===== config.mk =====
export PLATFORM = sky130hd
export DESIGN_NAME = vending_customer
export DESIGN_NICKNAME = d
export VERILOG_FILES = /design/src/rtl/vending_customer.sv
export SDC_FILE = /design/constraint.sdc
export NUM_CORES = 1
export LEC_CHECK = 0
export ABC_AREA = 1
export CAP_MARGIN = 20
export CORE_UTILIZATION = 40
export CTS_CLUSTER_SIZE = 8
export DETAILED_ROUTE_END_ITERATION = 8
export PLACE_DENSITY = 0.64
export SETUP_SLACK_MARGIN = 0.02
export SYNTH_ARGS = -nofsm -noshare
export SYNTH_HDL_FRONTEND = slang
export SYNTH_SLANG_ARGS = --single-unit
export TNS_END_PERCENT = 100

===== constraint.sdc =====
create_clock -name clk -period 2.47 [get_ports clk]
set_input_delay 0.494 -clock clk [delete_from_list [all_inputs] [get_ports clk]]
set_output_delay 0.494 -clock clk [all_outputs]
set_load 0.02 [all_outputs]

===== src/rtl/vending_customer.sv =====
// Customer-side purchase driver for the vending machine coin/item interface.
// Optional watchdog on the wait states: define VENDING_CUSTOMER_TIMEOUT_EN.
module vending_customer #(
    parameter logic [3:0]  W5_INIT = 4'd3,
    parameter logic [3:0]  W1_INIT = 4'd3,
    parameter int unsigned COST_A  = 8,
    parameter int unsigned TIMEOUT = 32
) (
    input  logic       clk,
    input  logic       reset,
    input  logic       start,
    input  logic       req_item,
    input  logic [1:0] req_coin5,
    input  logic [1:0] req_coin1,
    input  logic [1:0] serviceTypeIn,
    input  logic [2:0] coinInNTD_5,
    input  logic [2:0] coinInNTD_1,
    input  logic       itemTypeIn,
    output logic [1:0] coinOutNTD_5,
    output logic [1:0] coinOutNTD_1,
    output logic       itemTypeOut,
    output logic       busy,
    output logic       done,
    output logic       err,
    output logic       reject,
    output logic [3:0] wallet5,
    output logic [3:0] wallet1,
    output logic [3:0] items_got
);

    localparam logic [1:0] SVC_OFF  = 2'b00;
    localparam logic [1:0] SVC_ON   = 2'b01;
    localparam logic [1:0] SVC_BUSY = 2'b10;

    typedef enum logic [2:0] {
        IDLE      = 3'd0,
        WAIT_ON   = 3'd1,
        OFFER     = 3'd2,
        WAIT_BUSY = 3'd3,
        WAIT_OFF  = 3'd4,
        DONE      = 3'd5
    } state_t;

    state_t     state_r;
    logic [1:0] coin5_r;
    logic [1:0] coin1_r;
    logic       item_r;
    logic [4:0] amount_r;

    logic [4:0] amount_s;
    logic [5:0] returned_s;
    logic [5:0] expected_s;
    logic       change_bad_s;
    logic       req_ok_s;
    logic       timeout_s;

    function automatic logic [3:0] sat_add(input logic [3:0] w, input logic [2:0] c);
        logic [4:0] sum;
        sum = {1'b0, w} + {2'b00, c};
        if (sum > 5'd15) begin
            sat_add = 4'd15;
        end else begin
            sat_add = sum[3:0];
        end
    endfunction

    // Request validation and change arithmetic for the current cycle.
    always_comb begin
        amount_s   = (5'(req_coin5) * 5'd5) + 5'(req_coin1);
        returned_s = (6'(coinInNTD_5) * 6'd5) + 6'(coinInNTD_1);
        req_ok_s   = req_item && ({2'b00, req_coin5} <= wallet5) && ({2'b00, req_coin1} <= wallet1);
        if (itemTypeIn == 1'b1) begin
            expected_s   = 6'(amount_r) - 6'(COST_A);
            change_bad_s = (amount_r < 5'(COST_A)) || (returned_s != expected_s);
        end else begin
            expected_s   = 6'(amount_r);
            change_bad_s = (returned_s != expected_s);
        end
    end

`ifdef VENDING_CUSTOMER_TIMEOUT_EN
    localparam logic [5:0] TMO_LAST = 6'(TIMEOUT - 1);

    logic [5:0] tmo_r;
    logic       stay_wait_s;

    // A wait state is "parked" when its exit condition is absent this cycle.
    always_comb begin
        case (state_r)
            WAIT_ON:   stay_wait_s = (serviceTypeIn != SVC_ON);
            WAIT_BUSY: stay_wait_s = (serviceTypeIn != SVC_BUSY) && (serviceTypeIn != SVC_OFF);
            WAIT_OFF:  stay_wait_s = (serviceTypeIn != SVC_OFF);
            default:   stay_wait_s = 1'b0;
        endcase
        timeout_s = stay_wait_s && (tmo_r == TMO_LAST);
    end

    // Counter is zero whenever a state is (re)entered, so it times each wait separately.
    always_ff @(posedge clk) begin
        if (reset) begin
            tmo_r <= 6'd0;
        end else if (stay_wait_s && !timeout_s) begin
            tmo_r <= tmo_r + 6'd1;
        end else begin
            tmo_r <= 6'd0;
        end
    end
`else
    assign timeout_s = 1'b0;
`endif

    // Purchase FSM with registered outputs and wallet bookkeeping.
    always_ff @(posedge clk) begin
        if (reset) begin
            state_r      <= IDLE;
            coin5_r      <= 2'd0;
            coin1_r      <= 2'd0;
            item_r       <= 1'b0;
            amount_r     <= 5'd0;
            coinOutNTD_5 <= 2'd0;
            coinOutNTD_1 <= 2'd0;
            itemTypeOut  <= 1'b0;
            busy         <= 1'b0;
            done         <= 1'b0;
            err          <= 1'b0;
            reject       <= 1'b0;
            wallet5      <= W5_INIT;
            wallet1      <= W1_INIT;
            items_got    <= 4'd0;
        end else begin
            done         <= 1'b0;
            reject       <= 1'b0;
            coinOutNTD_5 <= 2'd0;
            coinOutNTD_1 <= 2'd0;
            itemTypeOut  <= 1'b0;
            case (state_r)
                IDLE: begin
                    if (start && req_ok_s) begin
                        coin5_r  <= req_coin5;
                        coin1_r  <= req_coin1;
                        item_r   <= req_item;
                        amount_r <= amount_s;
                        err      <= 1'b0;
                        busy     <= 1'b1;
                        state_r  <= WAIT_ON;
                    end else if (start) begin
                        reject <= 1'b1;
                    end
                end
                WAIT_ON: begin
                    if (serviceTypeIn == SVC_ON) begin
                        coinOutNTD_5 <= coin5_r;
                        coinOutNTD_1 <= coin1_r;
                        itemTypeOut  <= item_r;
                        wallet5      <= wallet5 - {2'b00, coin5_r};
                        wallet1      <= wallet1 - {2'b00, coin1_r};
                        state_r      <= OFFER;
                    end else if (timeout_s) begin
                        err     <= 1'b1;
                        busy    <= 1'b0;
                        done    <= 1'b1;
                        state_r <= DONE;
                    end
                end
                OFFER: begin
                    state_r <= WAIT_BUSY;
                end
                WAIT_BUSY: begin
                    if (serviceTypeIn == SVC_BUSY) begin
                        state_r <= WAIT_OFF;
                    end else if ((serviceTypeIn == SVC_OFF) || timeout_s) begin
                        // Machine skipped BUSY (or never answered): abandon with error.
                        err     <= 1'b1;
                        busy    <= 1'b0;
                        done    <= 1'b1;
                        state_r <= DONE;
                    end
                end
                WAIT_OFF: begin
                    if (serviceTypeIn == SVC_OFF) begin
                        err       <= err | change_bad_s;
                        wallet5   <= sat_add(wallet5, coinInNTD_5);
                        wallet1   <= sat_add(wallet1, coinInNTD_1);
                        items_got <= items_got + {3'b000, itemTypeIn};
                        busy      <= 1'b0;
                        done      <= 1'b1;
                        state_r   <= DONE;
                    end else if (timeout_s) begin
                        err     <= 1'b1;
                        busy    <= 1'b0;
                        done    <= 1'b1;
                        state_r <= DONE;
                    end
                end
                DONE: begin
                    state_r <= IDLE;
                end
                default: begin
                    busy    <= 1'b0;
                    state_r <= IDLE;
                end
            endcase
        end
    end

endmodule


# ---- After elaboration in Yosys (flattened, before gate mapping)
# Cells that the tools add are included.
dict set report word_totals {
  input_bits 17
  output_inout_bits 21
  ff_bits 34
  elab_cells 93
}
dict set report op_classes {
  mul 2
  n_eq_ne 14
  reduce_logical 17
  n_bitwise 5
  order_cmp 5
  n_mux 27
  n_addsub 8
}
# cell n
set op_table {}
lappend op_table {{2-to-1 mux 4 bit} 6}
lappend op_table {{one-hot mux 4 bit (2 select lines)} 2}
lappend op_table {{one-hot mux 3 bit (5 select lines)} 1}
lappend op_table {{2-to-1 mux 3 bit} 4}
lappend op_table {{2-to-1 mux 1 bit} 11}
lappend op_table {{adder 4 x 3 -> 5 bit} 2}
lappend op_table {{greater-than comparator 5 x 4 -> 1 bit (second input constant)} 2}
lappend op_table {{!= test 2 bit (second input constant)} 5}
lappend op_table {{OR reduction 3 bit} 3}
lappend op_table {{<= comparator 2 x 4 -> 1 bit} 2}
lappend op_table {{subtractor 4 x 2 -> 4 bit} 2}
lappend op_table {{adder 6 x 3 -> 6 bit} 1}
lappend op_table {{== test 3 x 2 -> 1 bit (second input constant)} 2}
lappend op_table {{== test 3 bit (second input constant)} 2}
lappend op_table {{multiplier 3 x 3 -> 6 bit (second input constant)} 1}
lappend op_table {{!= test 6 x 5 -> 1 bit} 1}
lappend op_table {{!= test 6 bit} 1}
lappend op_table {{AND reduction 2 bit} 3}
lappend op_table {{AND reduction 3 bit} 2}
lappend op_table {{subtractor 5 x 4 -> 6 bit (second input constant)} 1}
lappend op_table {{adder 5 x 2 -> 5 bit} 1}
lappend op_table {{< comparator 5 x 4 -> 1 bit (second input constant)} 1}
lappend op_table {{multiplier 2 x 3 -> 5 bit (second input constant)} 1}
lappend op_table {{AND reduction 5 bit} 1}
lappend op_table {{other kinds (15)} 20}

# ---- Longest topological paths before layout
dict set report logic_depth {
  depth_word 8
  mapped_depth 14
  ltp_nobuf 14
}

# ---- Least setup slack after synthesis
# OpenSTA, ideal clock, no wires.
dict set report synth_path {
  path_type {input-to-reg}
  start {input port coinInNTD_5[0]}
  end {register err}
  stages 11
  setup_ns 0.132
  path_buffers 0
  arrival_ns 2.172
  required_ns 2.338
  slack_ns 0.166
  cell_sequence {ha_1 -> ha_1 -> fa_1 -> xnor2_1 -> nand2_1 -> nor2_1 -> nand3_1 -> nand2_1 -> nand2_1 -> nand2_1 -> a21oi_1}
}
dict set report synth_between {
  elab_chain_cells 8
  word_cells_on_any_way 9
  cone_classes {add/sub (1); mul (1); eq/ne (2); mux (3); bitwise (1); reduce/logical (1)}
}
# item line
set synth_rtl {}
lappend synth_rtl {{from (decl)} 16} ;# input logic [2:0] coinInNTD_5,
lappend synth_rtl {{multiplier 3 x 3 -> 6 bit *} 70} ;# returned_s = (6'(coinInNTD_5) * 6'd5) + 6'(coinInNTD_1);
lappend synth_rtl {{adder 6 x 3 -> 6 bit *} 70}
lappend synth_rtl {{!= test 6 bit} 74} ;# change_bad_s = (amount_r < 5'(COST_A)) || (returned_s != expected_s);
lappend synth_rtl {{logical OR 1 bit} 74}
lappend synth_rtl {{2-to-1 mux 1 bit *} 72} ;# if (itemTypeIn == 1'b1) begin
lappend synth_rtl {{bitwise OR 1 bit *} 181} ;# err <= err | change_bad_s;
lappend synth_rtl {{2-to-1 mux 1 bit *} 180} ;# if (serviceTypeIn == SVC_OFF) begin
lappend synth_rtl {{one-hot mux 1 bit (3 select lines) *} 136} ;# case (state_r)
lappend synth_rtl {{to (signal assigned)} 181}
lappend synth_rtl {{to (decl)} 24} ;# output logic err,
# Every way passes the cells marked *; elsewhere a longest branch is shown, timed or not. The select of a mux whose other input is x is not followed.
# A chain may end at the register's enable or synchronous reset.

# ---- Worst setup path in the final report
dict set report layout_path {
  start {input port coinInNTD_5[2]}
  end {register err}
}
# The elaborated chain is that of the path after synthesis.

==> run metrics <==
final setup vio count 0; total negative slack 0 ns; worst-path cell chain dlygate4sd2_1 -> ha_1 -> ha_4 -> fa_1 -> xnor2_2 -> nand2_1 -> nor2_1 -> nand3_1 -> nand2_1 -> nand2_1 -> nand2_1 -> a21oi_1; CP startpoint kind input pin; total number of vias 2157; port bufs 37; Clock Latency Late Sink 0.29 ns; CTS tree done; min cycle time layout 2.307 ns; Slew @ Worst Pin about 0.32 ns; most common cell after layout, fill and taps aside inv_1; Antenna diodes 0; vias in the first global route 2064; Remaining Overflow, GRT 0; starting DRC count in detailed routing 117; Placer Congestion 0.8223; unrepaired setup endpoints after global routing no; Netlist cell types 28; CP endpoint kind register; cell area after synthesis 2307 µm²; Slew HR about four fifths; ys flop type dfxtp_1; Top cell by count, worst path nand2_1; Post-synth EDFFs 0; Sinks on Clock Net 34; fin. max-slew vios 0; run status finished clean; Highest Clock Rate 433.4 MHz; multi-input combinational cell area 1440 µm²; Worst EP arrival 2.49 ns; CTS buffer count 5; Peak supply drop between 0.2 and 0.3 mV; crit path max fanout 2; post-route ant nets 0; Leak between 1 and 1.5 nW; HPWL after DPL 4255 µm; Max-Cap Viols 0; Largest stage delay, worst path 0.57 ns; Critical-path top delay cell fa_1; die area 6075 µm²; Total Routing Usage GR 19.74%; DRT Pass-1 Iters 4; Hold Path Class register to register; # rows 27; Seq/Total Area, Yosys 29.50%; clk_skew around 0.0035 ns; final hold vios 0; wire per inst 12.58 µm; final worst-path cycle share a little over 90%; commonest non-fill, non-tap cells in the layout inv_1 (40), nand2_1 (36), dfxtp_1 (34); pin count of the biggest net entering global routing 21; syn_area_per_cell 7.640 µm²; WS Path Type input pin to register; post-placement cell count 417; CORE AREA about 5500 µm²; Die X 77.95 µm; Top Ports 38; syn nets roughly 360; Routed WL roughly 5400 µm; clock buffer depth 2; layout cells sized above 1 11.02%; final hold slack 0.4375 ns; critical path startpoint coinInNTD_5[2]; Layout area overhead 28.69%; worst reg2reg startpoint wallet5[1]; post-route insts no fill 426; Pwr Density around 460 nW/µm²; Warnings, synthesis 0; fillers 567; vias per inst about 5; antenna violations before repair 0; Seq cells post-synth 34; fraction of registers with async set/reset 0%; first-pass GRT wire length 9287 µm; clk slew on worst S/H paths 0.07 ns; Starting Density 41.64%; Die Height between 70 and 80 µm; critical path data required time roughly 2.7 ns; H-Tree Depth 2; Nets 406; Post-CTS Hold Buffers 0; hold path startpoint item_r; Seq. cell area 680.7 µm²; clock root buffer clkbuf_8; synthesized instance count 302; # DRC 0
[stage by stage]
| step | power [mW] | area, µm² | setup WS (ns) | util [%] |
|---|---|---|---|---|
| after CTS | 1.387 | 2954 | 0.02776 | 53.32 |
| after detailed placement | 0.9438 | 2839 | -0.4115 | 51.24 |
| after global routing | 1.473 | 2969 | 0.05055 | 53.59 |
| after floorplan | 0.8212 | 2307 | 0.1656 | - |
| after global placement | 0.9362 | 2839 | -0.3618 | 51.24 |
| final | 1.377 | 2969 | 0.1627 | 53.59 |
[registers in the layout (all words and copies together), names as in the netlist]
register      count
err               1
coinOutNTD_5      2
busy              1
item_r            1
done              1
wallet5           4
coinOutNTD_1      2
amount_r          5
coin1_r           2
state_r           3
wallet1           4
coin5_r           2
itemTypeOut       1
items_got         4
reject            1
[where the power goes]
part | switching (mW) | leakage (nW) | internal (mW)
Sequential | 0.0181 | 0.276 | 0.571
Combinational | 0.190 | 1.03 | 0.161
Clock | 0.212 | 0.0472 | 0.224
Total | 0.420 | 1.35 | 0.956
[routing by layer]
metal | up-vias | track usage, % | routed length [µm]
met5 | - | 0 | 0
met1 | 985 | 24.75 | 2553
met2 | 50 | 33.45 | 2464
met3 | 6 | 5.294 | 278
met4 | 0 | 5.000 | 63
li1 | 1116 | - | -
[cell type report]
cell class | instances | area share [%]
clock buffer | 6 | 2.781
clock inverter | 2 | 0.4214
inverter | 46 | 5.815
multi-input combinational | 215 | 48.50
sequential | 34 | 22.92
tap | 72 | 3.034
timing repair buffer | 51 | 16.52
[cells in the mapped netlist (3+ instances only)]
master | instances | area [µm²]
a21o_1 | 3 | 22.52
a21oi_1 | 31 | 155.2
a31oi_1 | 3 | 18.77
buf_2 | 4 | 20.02
dfxtp_1 | 34 | 680.7
fa_1 | 6 | 120.1
ha_1 | 30 | 375.4
inv_1 | 40 | 150.1
inv_2 | 6 | 22.52
nand2_1 | 37 | 138.9
nand3_1 | 26 | 130.1
nand3b_1 | 4 | 30.03
nand4_1 | 4 | 25.02
nor2_1 | 23 | 86.33
nor2_2 | 3 | 18.77
nor3_1 | 4 | 20.02
o211ai_1 | 6 | 45.04
o21ai_0 | 12 | 60.06
o21ai_1 | 7 | 35.03
xnor2_1 | 4 | 35.03
xor2_1 | 3 | 26.28
[kinds of logic (layout without fill, tap and decap cells)]
kind of cell / Yosys count / in the layout / synth area share [%]
AND/OR/NAND/NOR: 105 / 105 / 20.55
AO/OA/AOI/OAI: 67 / 67 / 16.65
buffers and inverters: 53 / 105 / 9.165
adder cells (fa/ha/maj): 36 / 36 / 21.48
flip-flops: 34 / 34 / 29.50
XOR/XNOR: 7 / 7 / 2.657
[worst paths after layout]
path                       to  slack [ns]  depth (start not counted)
setup / recovery          err        0.16                         12
setup reg to reg  amount_r[2]        0.57                          8
hold / removal    itemTypeOut        0.44                          2
hold reg to reg   itemTypeOut        0.44                          2
[worst max-delay path: cells and delay by family]
kind                       cells  cell delay [ns]
buffers and inverters          1             0.25
xor gates and xnor gates       1             0.14
AOI/OAI and AO/OA              1             0.05
and+or+nand+nor                6             0.41
adders and majority gates      3             1.13
[repair_timing]
item | 4_1_cts | 5_1_grt
resized for setup | 5 | 3
endpoints found under the setup margin | 1 | 1
setup buffers | 0 | 1
pin swaps | 4 | 6
(Power assumes the default switching activity.)
